[src/rtl/hazard_unit_mc.sv]
// hazard_unit_mc: E-stage forward selects, load-use/multi-cycle stalls, branch flushes and saturating stall counter for a 5-stage core
module hazard_unit_mc #(
  parameter int NUM_SRC = 2,
  parameter int REG_W = 4,
  parameter int LOAD_STALL_CYC = 1,
  parameter int EX_CYC = 4,
  parameter int CNT_W = 16,
  parameter int ZERO_REG = 0
) (
  input  logic                       clk,
  input  logic                       rst_n,
  input  logic [NUM_SRC*REG_W-1:0]   SrcD,
  input  logic [NUM_SRC*REG_W-1:0]   SrcE,
  input  logic [REG_W-1:0]           DstE,
  input  logic [REG_W-1:0]           DstM,
  input  logic [REG_W-1:0]           DstW,
  input  logic                       RegWriteE,
  input  logic                       RegWriteM,
  input  logic                       RegWriteW,
  input  logic                       MemToRegE,
  input  logic                       MultiCycE,
  input  logic                       BranchTakenE,
  input  logic                       CountClr,
  output logic [2*NUM_SRC-1:0]       ForwardE,
  output logic                       StallF,
  output logic                       StallD,
  output logic                       StallE,
  output logic                       FlushD,
  output logic                       FlushE,
  output logic                       FlushM,
  output logic [CNT_W-1:0]           StallCount
);
  localparam int REM_MAX = EX_CYC > LOAD_STALL_CYC ? EX_CYC : LOAD_STALL_CYC;
  localparam int REM_W = REM_MAX > 1 ? $clog2(REM_MAX) : 1;
  typedef enum logic [1:0] {IDLE, LOAD_WAIT, EX_BUSY} state_t;
  state_t state_q, state_d;
  logic [REM_W-1:0] rem_q, rem_d;
  logic [CNT_W-1:0] cnt_q, cnt_d;
  logic load_haz;
  function automatic logic addr_match(input logic [REG_W-1:0] a, input logic [REG_W-1:0] b);
    return a == b && !(ZERO_REG != 0 && a == '0);
  endfunction
  always_comb begin
    ForwardE = '0;
    load_haz = 1'b0;
    for (int i = 0; i < NUM_SRC; i++) begin
      if (rst_n)
        ForwardE[2*i +: 2] = RegWriteM && addr_match(DstM, SrcE[i*REG_W +: REG_W]) ? 2'b10 :
                             RegWriteW && addr_match(DstW, SrcE[i*REG_W +: REG_W]) ? 2'b01 : 2'b00;
      load_haz = load_haz | addr_match(DstE, SrcD[i*REG_W +: REG_W]);
    end
    load_haz = load_haz & MemToRegE & RegWriteE;
  end
  always_comb begin
    {StallF, StallD, StallE, FlushD, FlushE, FlushM} = '0;
    state_d = state_q;
    rem_d = rem_q;
    if (rst_n)
      case (state_q)
        IDLE:
          if (BranchTakenE) {FlushD, FlushE} = '1;
          else if (MultiCycE && EX_CYC > 1) begin
            {StallF, StallD, StallE, FlushM} = '1;
            if (EX_CYC > 2) begin
              state_d = EX_BUSY;
              rem_d = REM_W'(EX_CYC - 2);
            end
          end else if (load_haz) begin
            {StallF, StallD, FlushE} = '1;
            if (LOAD_STALL_CYC > 1) begin
              state_d = LOAD_WAIT;
              rem_d = REM_W'(LOAD_STALL_CYC - 1);
            end
          end
        LOAD_WAIT: begin
          {StallF, StallD, FlushE} = '1;
          rem_d = rem_q - REM_W'(1);
          state_d = rem_q == REM_W'(1) ? IDLE : LOAD_WAIT;
        end
        EX_BUSY: begin
          {StallF, StallD, StallE, FlushM} = '1;
          rem_d = rem_q - REM_W'(1);
          state_d = rem_q == REM_W'(1) ? IDLE : EX_BUSY;
        end
        default: state_d = IDLE;
      endcase
    cnt_d = CountClr ? '0 : StallF && cnt_q != '1 ? cnt_q + CNT_W'(1) : cnt_q;
  end
  always_ff @(posedge clk)
    if (!rst_n) begin
      state_q <= IDLE;
      rem_q <= '0;
      cnt_q <= '0;
    end else begin
      state_q <= state_d;
      rem_q <= rem_d;
      cnt_q <= cnt_d;
    end
  assign StallCount = cnt_q;
endmodule
[config.mk]
export PLATFORM = sky130hd
export DESIGN_NAME = hazard_unit_mc
export DESIGN_NICKNAME = d
export VERILOG_FILES = /design/src/rtl/hazard_unit_mc.sv
export SDC_FILE = /design/constraint.sdc
export NUM_CORES = 1
export LEC_CHECK = 0
export CAP_MARGIN = 20
export CORE_UTILIZATION = 46
export DETAILED_ROUTE_END_ITERATION = 8
export PLACE_DENSITY = 0.86
export RECOVER_POWER = 25
export SLEW_MARGIN = 20
export SYNTH_ARGS = -nofsm -noshare
export SYNTH_HDL_FRONTEND = slang
export SYNTH_SLANG_ARGS = --single-unit
[constraint.sdc]
create_clock -name clk -period 3.2 [get_ports clk]
set_input_delay 0.64 -clock clk [delete_from_list [all_inputs] [get_ports clk]]
set_output_delay 0.64 -clock clk [all_outputs]
set_load 0.05 [all_outputs]
-- Word-level counts from Yosys, hierarchy flattened
Index checks and enable logic that the tools add are counted.
Widths: inputs -> output; s select.
- register bits: 20
- logic and storage cells: 60
- add/sub/neg operators: 2
- eq/ne operators: 12
- mux-type cells: 28
- bitwise logic cells: 4
- reductions and logical operators: 11
- operator list (cell ; number):
    $eq 4x4->1 ; 6
    $add 16x1->16 const B ; 1
    $mux 1 ; 16
    $ne 16x16->1 const B ; 1
    $mux 2 ; 7
    $pmux 1 s2 ; 3
    $pmux 2 s3 ; 1
    $logic_and 1x1->1 ; 5
    $eq 2x1->1 const B ; 2
    $ne 2x2->1 const B ; 2
    $pmux 2 s2 ; 1
    $reduce_or 2->1 ; 2
    $reduce_and 3->1 ; 1
    $and 1x1->1 ; 2
    $eq 2x2->1 const B ; 1
    $logic_not 2->1 ; 1
    $reduce_and 2->1 ; 1
    $reduce_bool 2->1 ; 1
    $sub 2x1->2 const B ; 1
    $not 1->1 ; 1
    $or 1x1->1 ; 1

-- Logic depth before layout (Yosys ltp)
Gate-level depths: netlist of the first run.
- word-level depth: 10
- gate-level depth with buffers: 10

-- Worst setup path after synthesis of the first run
Ideal clock, no wire load.
- path type: in2out
- start: input rst_n
- end: output ForwardE[0]
- arrival time: 2.508 ns
- path slack: 0.052 ns
- cell stages on the path: 3
- path buffers: 1
- cell sequence: clkbuf_1 -> nand2_1 -> nor4_1
- cells in the longest elaborated chain, start to end: 1
- RTL lines (item ; RTL line ; RTL):
    start: declaration ; 11 ; input logic rst_n,
    $mux 2 ; 47 ; if (rst_n)
    end: declaration ; 24 ; output logic [2*NUM_SRC-1:0] ForwardE,
Every way passes these cells.

-- Final worst setup path of the first run
- start: input BranchTakenE
- end: output StallD
- cells in the longest elaborated chain, start to end: 3
- RTL lines (item ; RTL line ; RTL):
    start: declaration ; 22 ; input logic BranchTakenE,
    $mux 1 ; 61 ; if (BranchTakenE) {FlushD, FlushE} = '1;
    $pmux 1 s2 ; 59 ; case (state_q)
    $mux 1 ; 58 ; if (rst_n)
    end: declaration ; 26 ; output logic StallD,
Every way passes these cells.

==> flow_results.org, run 1 <==
** Routing
- After detailed routing, the total wire length is about 3400 µm.
- Using the TritonRoute via totals, the vias-per-cell ratio works out to 5.209.
- In the final routed layout, each cell accounts on average for ~12 µm.
- DRT Pass-1 Iters :: 4
- Initial drt markers :: 43
- For this run, design rule violations remaining after detail routing come to 0.
- The count of nets left with antenna violations once routing finished came out at 0.
- The routed layout has 1448 vias.

** Logic synthesis
- Counting flops with an async set or reset pin after synthesis yields a share of 0%.
- Register area share after synthesis :: 26.98%
- Counting flops with a built-in enable in the synthesized netlist gives 0.
- During synthesis, Yosys emitted a total of 0 warnings.
- Area of the mapped netlist :: 1484 µm²
- The top cell type by area accounts for 26.98% of the synthesized area.
- Leading post-synthesis cells by cell area :: dfxtp_1, xor2_1, a21oi_1
- A synthesized cell averages 8.528 µm².
- Library cells used by synthesis :: 46
- Counting every net in the synthesized netlist gives 217.
- Most used flip-flop cell after synthesis :: dfxtp_1
- Summed over all instances, the cell type with the most area after synthesis is dfxtp_1.
- Register bit total from synthesis :: 20
- Synth Instances :: 174

** Critical path
- R2r startpoint :: state_q[0]$_SDFFE_PN0P_
- STA classifies the critical path endpoint as an output pin.
- The worst register-to-register path ends at StallCount[15]$_SDFFE_PP0P_.
- In this run the worst path has a maximum fanout of 5.
- Required time reported for the critical path endpoint :: 2.56 ns
- FF-to-FF setup slack :: 0.95 ns
- The worst setup path is launched from an input port.
- The worst setup path is of the input port to output pin kind.
- Length in cells of the worst reg-to-reg path :: 8
- STA puts the critical path data arrival time at 2.32 ns.

** Clock network
- The cell sitting at the root of the clock tree is a clkbuf_4.
- Number of setup buffers added after CTS :: 0
- Number of H-tree branching levels :: 1
- The number of hold buffers added after CTS was 0.
- TritonCTS built the clock tree.
- Worst-Skew Late Latency :: 0.31 ns
- Largest buffer count on any clock path :: 2
- After clock tree synthesis, the clock-pin slew on the worst setup and hold paths is roughly 0.12 ns.
- The clock drives 20 sinks.
- Inserted Clock Buffers :: 3
- Post-CTS repair changed the size of 0 cells.

** Pwr
- Highest ir drop seen on vdd :: 0.0001912 V
- In this run the power density over the cells is 303.3 nW/µm².
- Leakage :: approximately 0.82 nW

** Run
- Maxcap violations :: 0

** Die
- The die is 58.80 µm tall.
- The die covers 3457 µm².
- In this run the core area contains 20 standard-cell rows.
- Initial cell density of the core :: 48.61%
- Floorplan die width :: 58.80 µm
- After floorplanning, the core was sized to cover roughly 3000 µm².
- 63 I/O pins were placed.

** Placement
- The count of buffers added on input and output ports is 62.
- Placed Instance Area :: roughly 2200 µm²
- Routability-driven placement finished with a final weighted congestion of 0.8222.
- After legalization and detailed placement, the total HPWL measured 2671 µm.

** Timing
- Part of the cycle the worst path needs :: 92.36%
- Hold Fails Final Rpt :: 0
- Clock skew on the completed layout was measured at 0.004756 ns.
- Setup_tns :: 0 ns
- Setup repair after global routing left no endpoint under its margin.
- The worst path needs 2.955 ns of the cycle, external delays included.
- The worst pin sits at a relative slew slack of 57.99%.
- Setup violations remaining at the end of the flow were counted as 0.
- For this run, the top clock speed supported by timing is 338.4 MHz.
- The count of final max-slew check failures came to 0.
- For the pin with the worst max-slew slack, the measured transition is 0.6246 ns.

** Finish
- Cells fill 72.75% of the core in the end.
- The net count of the finished layout is 278.
- Post-route cell area :: 2221 µm²
- Total inserted antenna cells :: 0
- Post-synthesis to final-layout area growth :: 49.66%
- Cells with a size suffix above 1 make up 11.11% of the layout.

** Global route
- Wire length of the first global-routing pass :: roughly 5700 µm
- Final global-route overflow total :: 0
- Number of antenna violations at the first check in global routing :: 0
- Vias in the first global route :: 1357
- GRT Resource Usage Total :: 21.00%
- Largest net degree at the start of global routing :: 27

** Run status
- Run status :: finished, final reports clean

** Hold path
- Type of the worst min-delay path :: register to register
- In this run the most critical hold path is launched from StallCount[15]$_SDFFE_PP0P_.
- Along the worst hold path, the cell count comes to 2.
- Worst hold endpoint :: StallCount[15]$_SDFFE_PP0P_
==> layout make-up <==
class                           instances  area [µm²]
Clock buffer                            3       22.52
Clock inverter                          1       30.03
Fill cell                             253       832.0
Inverter                                5       18.77
Multi-Input combinational cell        142        1003
Sequential cell                        20       400.4
Tap cell                               44       55.05
Timing Repair Buffer                   63       690.7
==> layout by cell type, fill, tap and decap left out, drive strengths merged, types with 2 or more instances in the layout <==
master | synthesis | final
a21oi | 16 | 16
clkdlybuf4s50 | 0 | 45
nor2b | 2 | 2
o21a | 3 | 3
dfxtp | 20 | 20
and3 | 6 | 6
nand2 | 10 | 10
or4 | 3 | 3
inv | 5 | 5
nor4 | 6 | 6
dlygate4sd3 | 0 | 7
and2 | 4 | 4
nor3 | 2 | 2
a21boi | 2 | 2
nand4 | 2 | 2
ha | 6 | 6
o31ai | 3 | 3
clkbuf | 2 | 3
nor2 | 7 | 7
nand3 | 9 | 9
o21ai | 11 | 11
xor2 | 18 | 18
buf | 5 | 11
xnor2 | 8 | 8
or3 | 10 | 10
nand3b | 2 | 2
==> cell families (layout without fill, tap and decap cells) <==
| family | Yosys count | count (layout) | share of synthesized area (%) |
|---|---|---|---|
| compound gates | 39 | 39 | 16.61 |
| xor+xnor | 26 | 26 | 15.35 |
| fa+ha+maj | 6 | 6 | 5.059 |
| buf+inv | 12 | 72 | 5.396 |
| flops | 20 | 20 | 26.98 |
| mux | 1 | 1 | 0.6746 |
| simple gates | 70 | 70 | 29.93 |
==> layer usage <==
layer / track usage, % / vias up / part of all wire [%]
met3: 4.176 / 2 / 5.6
met4: 5.782 / 0 / 0.30
met5: 0 / - / 0
met2: 37.66 / 43 / 52
li1: - / 750 / -
met1: 25.30 / 653 / 42
==> sequential cells by signal (all words and copies together) (netlist names) <==
signal and count:
rem_q 2, state_q 2, StallCount 16
==> through the flow <==
stage / std cells / total power [mW] / hold WS [ns] / setup slack [ns]
finish: 278 / 0.6736 / 0.5047 / 0.2446
global placement: 274 / 0.4654 / 0.4787 / 0.2597
floorplan: 174 / 0.3862 / 0.4694 / 0.05197
CTS: 278 / 0.6828 / 0.5068 / 0.2291
detailed placement: 274 / 0.4678 / 0.4878 / 0.2494
global route: 278 / 0.7081 / 0.5397 / 0.1163
==> synthesized netlist by cell type, types with 3 or more instances <==
cell type	instances
or3_1	6
a21oi_1	16
dfxtp_1	20
o21a_1	3
nand3_1	9
nand2_1	10
ha_1	6
xor2_1	18
nor4_1	4
or3_2	3
and3_1	6
xnor2_1	8
inv_1	5
or4_1	3
o31ai_1	3
nor2_1	7
and2_1	3
o21ai_1	8
==> worst max path at each step <==
stage	startpoint	end	depth (start not counted)
floorplan	rst_n	ForwardE[0]	3
global placement	DstE[0]	StallD	6
detailed placement	DstE[1]	StallD	6
CTS	DstE[2]	FlushE	8
global route	DstE[2]	FlushE	8
finish	BranchTakenE	StallD	6
==> critical path, stage by stage <==
cell and delay [ns]:
dlygate4sd3_1 0.63, and3b_1 0.22, nor2_1 0.18, nor3b_4 0.08, or2_2 0.38, buf_12 0.17
==> report_power, final <==
part | total (mW) | switching (mW) | internal (mW)
combinational | 0.205 | 0.104 | 0.101
sequential | 0.258 | 0.00366 | 0.254
clock | 0.211 | 0.0845 | 0.127
(Power assumes the default switching activity.)
==> inputs of run 2 (changes only) <==
clock period = 3.8 ns   (was 3.2 ns; I/O delays follow)
==> flow_results.org, run 2 (same netlist as run 1, synthesis figures left out) <==
** Run status
- The flow ran to the end, and the final reports show no timing, DRC or antenna violations.

** Pwr
- Leakage :: 0.7947 nW (-2.7%)
- The total power divided by cell area came to 259.7 nW/µm² (-14%).
- The worst IR drop on VDD came to 0.0001254 V (-34%).
- The total power came to 0.5678 mW (-16%).

** Die
- Vertical die dimension :: 58.80 µm (unchanged)
- Core Box Area :: 3053 µm² (unchanged)
- Total number of placement rows :: 20 (unchanged)
- Initial cell density of the core :: 48.61% (unchanged)
- The area of the die is 3457 µm² (unchanged).
- Floorplan die width :: 58.80 µm (unchanged)
- Number of I/O pins :: 63 (unchanged)

** Placement
- The number of buffer cells added on primary ports is 62 (unchanged).
- Placed Cells :: 274 (unchanged)
- The routability congestion estimate is 0.7713 (-6.2%).
- The post-placement worst setup slack is 0.3072 ns (+0.05775 ns).
- Final HPWL DP :: 2667 µm (-0.14%)

** Clock network
- The clock latency on the worst-skew pair was 0.31 ns (about the same).
- In this run the clock root is driven by a clkbuf_4.
- Number of setup buffers added after CTS :: 0 (unchanged)
- The clock net sink count came to 20 (unchanged).
- The post-cts hold buffer count was 0 (unchanged).
- TritonCTS built the clock tree.
- The maximum clock insertion buffer count is 2 (unchanged).
- The CTS buffer count is 3 (unchanged).
- Clock-pin slew reported for the worst setup and hold paths after clock tree synthesis :: 0.12 ns (about the same)
- The number of H-tree branching levels was 1 (unchanged).
- CTS-repair resized insts :: 0 (unchanged)

** Finish
- From synthesis to final layout, the design area changed by 47.30%.
- Flip-flop count of the largest register, all copies and words added :: 16 (unchanged)
- Most common library cell in the layout ignoring fill and taps :: clkdlybuf4s50_1
- Leading cell types in the layout, fill and taps excluded :: clkdlybuf4s50_1, dfxtp_1, xor2_1, a21oi_1, nand2_1
- The layout cell share with drive strength beyond 1 came to 8.547% (-2.6 points).
- The count of non-filler cells in the finished layout is 278 (unchanged).
- Multi-input logic area :: 1003 µm² (unchanged)
- The total number of nets in the final design was 278 (unchanged).
- Number of fillers in the final layout :: 258 (+2.0%)
- The storage element area came to 400.4 µm² (unchanged).
- The diode insertion count for antenna repair came to 0 (unchanged).
- The final core utilization came to 71.60% (-1.1 points).

** Timing
- The slew at the pin closest to its max-slew limit was 0.6709 ns (+0.04639 ns).
- Maximum clock frequency :: approximately 290 MHz
- Final slew viol count :: 0 (unchanged)
- Setup_tns :: 0 ns (unchanged)
- Part of the cycle the worst path needs :: 92.05%
- Post-Route Skew :: 0.0006919 ns (-0.004064 ns)
- Final WS setup :: 0.3020 ns (+0.05740 ns)
- Final period demand of the worst path :: 3.498 ns
- Setup repair after global routing left no endpoint under its margin.
- Worst slew margin :: 54.87% (-3.1 points)
- Hold Fails Final Rpt :: 0 (unchanged)
- The number of endpoints failing setup at the final stage is 0 (unchanged).

** Critical path
- Arrival time at the worst endpoint :: 2.74 ns (+0.42 ns)
- The worst-path maximum fanout came to 2 (-3).
- Length in cells of the worst reg-to-reg path :: 8 (unchanged)
- Worst reg2reg path endpoint :: StallCount[15]$_SDFFE_PP0P_
- Worst stage delay on the critical path :: 0.86 ns (+0.23 ns)
- The logic depth of the worst setup path including buffers was 5 (-1).
- R2r startpoint :: state_q[1]$_SDFFE_PN0P_
- Cell Chain, Critical Path :: clkdlybuf4s50_1, xor2_1, nor4_1, nor4_1, clkdlybuf4s50_1
- FF-to-FF setup slack :: 1.62 ns (+0.67 ns)
- The worst setup path is launched from an input port.
- End point of the critical path :: ForwardE[2]
- Crit path max-delay cell type :: clkdlybuf4s50_1
- The critical path required time is 3.04 ns (+0.48 ns).
- Origin of the worst setup path :: DstM[3]
- Crit. End Element :: output pin
- Worst Path Buf+Inv :: 2 (unchanged)
- The critical path in this run is classified as input port to output pin.
- The cell family contributing the most delay on the critical path is buffers and inverters.

** Routing
- Post-detailed-routing wire length :: 3347 µm (-0.53%)
- Post-detailed-route via-to-cell ratio :: 5.345 (+2.6%)
- Average wire length per cell after detail routing :: 12.04 µm (-0.53%)
- Remaining DRCs :: 0 (unchanged)
- The violation count after the first detailed-route iteration is 43 (unchanged).
- DRT Pass-1 Iters :: 6 (+2)
- Remaining antenna violation count :: 0 (unchanged)
- The count of vias placed by the detailed router is 1486 (+2.6%).

** Global route
- Number of antenna violations at the first check in global routing :: 0 (unchanged)
- Largest net degree at the start of global routing :: 27 (unchanged)
- The via count of the first global-routing pass was 1336 (-1.5%).
- The global-route wire length before repair came to 5478 µm (-3.6%).
- The total overflow reported by the global router is 0 (unchanged).
- The global-route usage over all layers was 20.58% (-0.42 points).

** Run
- The number of max-cap violations was 0 (unchanged).

** Hold path
- Type of the worst min-delay path :: register to register
## run 2: metal layers
metal / vias up / GRT usage, % / share of wire (%)
met2: 38 / 37.82 / 52
met1: 695 / 23.27 / 43
li1: 749 / - / -
met4: 0 / 8.503 / 1.4
met3: 4 / 3.516 / 3.7
met5: - / 0 / 0
## run 2: area by class of cell
type / count / share of cell area [%]
Sequential cell: 20 / 18.32
Clock inverter: 1 / 1.374
Tap cell: 44 / 2.519
Multi-Input combinational cell: 142 / 45.91
Inverter: 5 / 0.8586
Clock buffer: 3 / 1.030
Timing Repair Buffer: 63 / 29.99
## run 2: how the worst min path moves through the flow
| stage | end | slack (ns) | start | cells after the start |
|---|---|---|---|---|
| floorplan | rem_q[0]$_SDFFE_PN0P_ | 0.47 | rem_q[0]$_SDFFE_PN0P_ | 2 |
| global placement | StallCount[15]$_SDFFE_PP0P_ | 0.48 | StallCount[15]$_SDFFE_PP0P_ | 2 |
| detailed placement | StallCount[15]$_SDFFE_PP0P_ | 0.49 | StallCount[15]$_SDFFE_PP0P_ | 2 |
| CTS | StallCount[15]$_SDFFE_PP0P_ | 0.51 | StallCount[15]$_SDFFE_PP0P_ | 2 |
| global route | rem_q[0]$_SDFFE_PN0P_ | 0.54 | rem_q[0]$_SDFFE_PN0P_ | 2 |
| finish | StallCount[15]$_SDFFE_PP0P_ | 0.51 | StallCount[15]$_SDFFE_PP0P_ | 2 |
## run 2: worst register-to-register path, cell delays in order (launching register included)
cell and delay, ns:
dfxtp_1 0.36, inv_1 0.09, ha_1 0.23, and3b_1 0.21, nor2_1 0.07, nor3b_4 0.25
o21ai_4 0.21, or4_1 0.54, a21oi_1 0.15
## run 2: per-stage QoR
| stage | area, µm² | hold slack, ns |
|---|---|---|
| after floorplan | 1484 | 0.4694 |
| after global placement | 2133 | 0.4800 |
| after detailed placement | 2133 | 0.4910 |
| after CTS | 2186 | 0.5092 |
| after global routing | 2186 | 0.5414 |
| final | 2186 | 0.5060 |
## run 2: power by group
| group | internal, mW | total, mW | switching [mW] | leakage [nW] |
|---|---|---|---|---|
| Clock | 0.107 | 0.179 | 0.0728 | 0.0279 |
| Sequential | 0.214 | 0.217 | 0.00332 | 0.162 |
| Combinational | 0.0844 | 0.171 | 0.0869 | 0.605 |
==> inputs of run 3 (changes only) <==
HOLD_SLACK_MARGIN = 0.12   (was default)
==> results of run 3 <==
The final DEF is identical to that of run 2; final timing and power are the same.
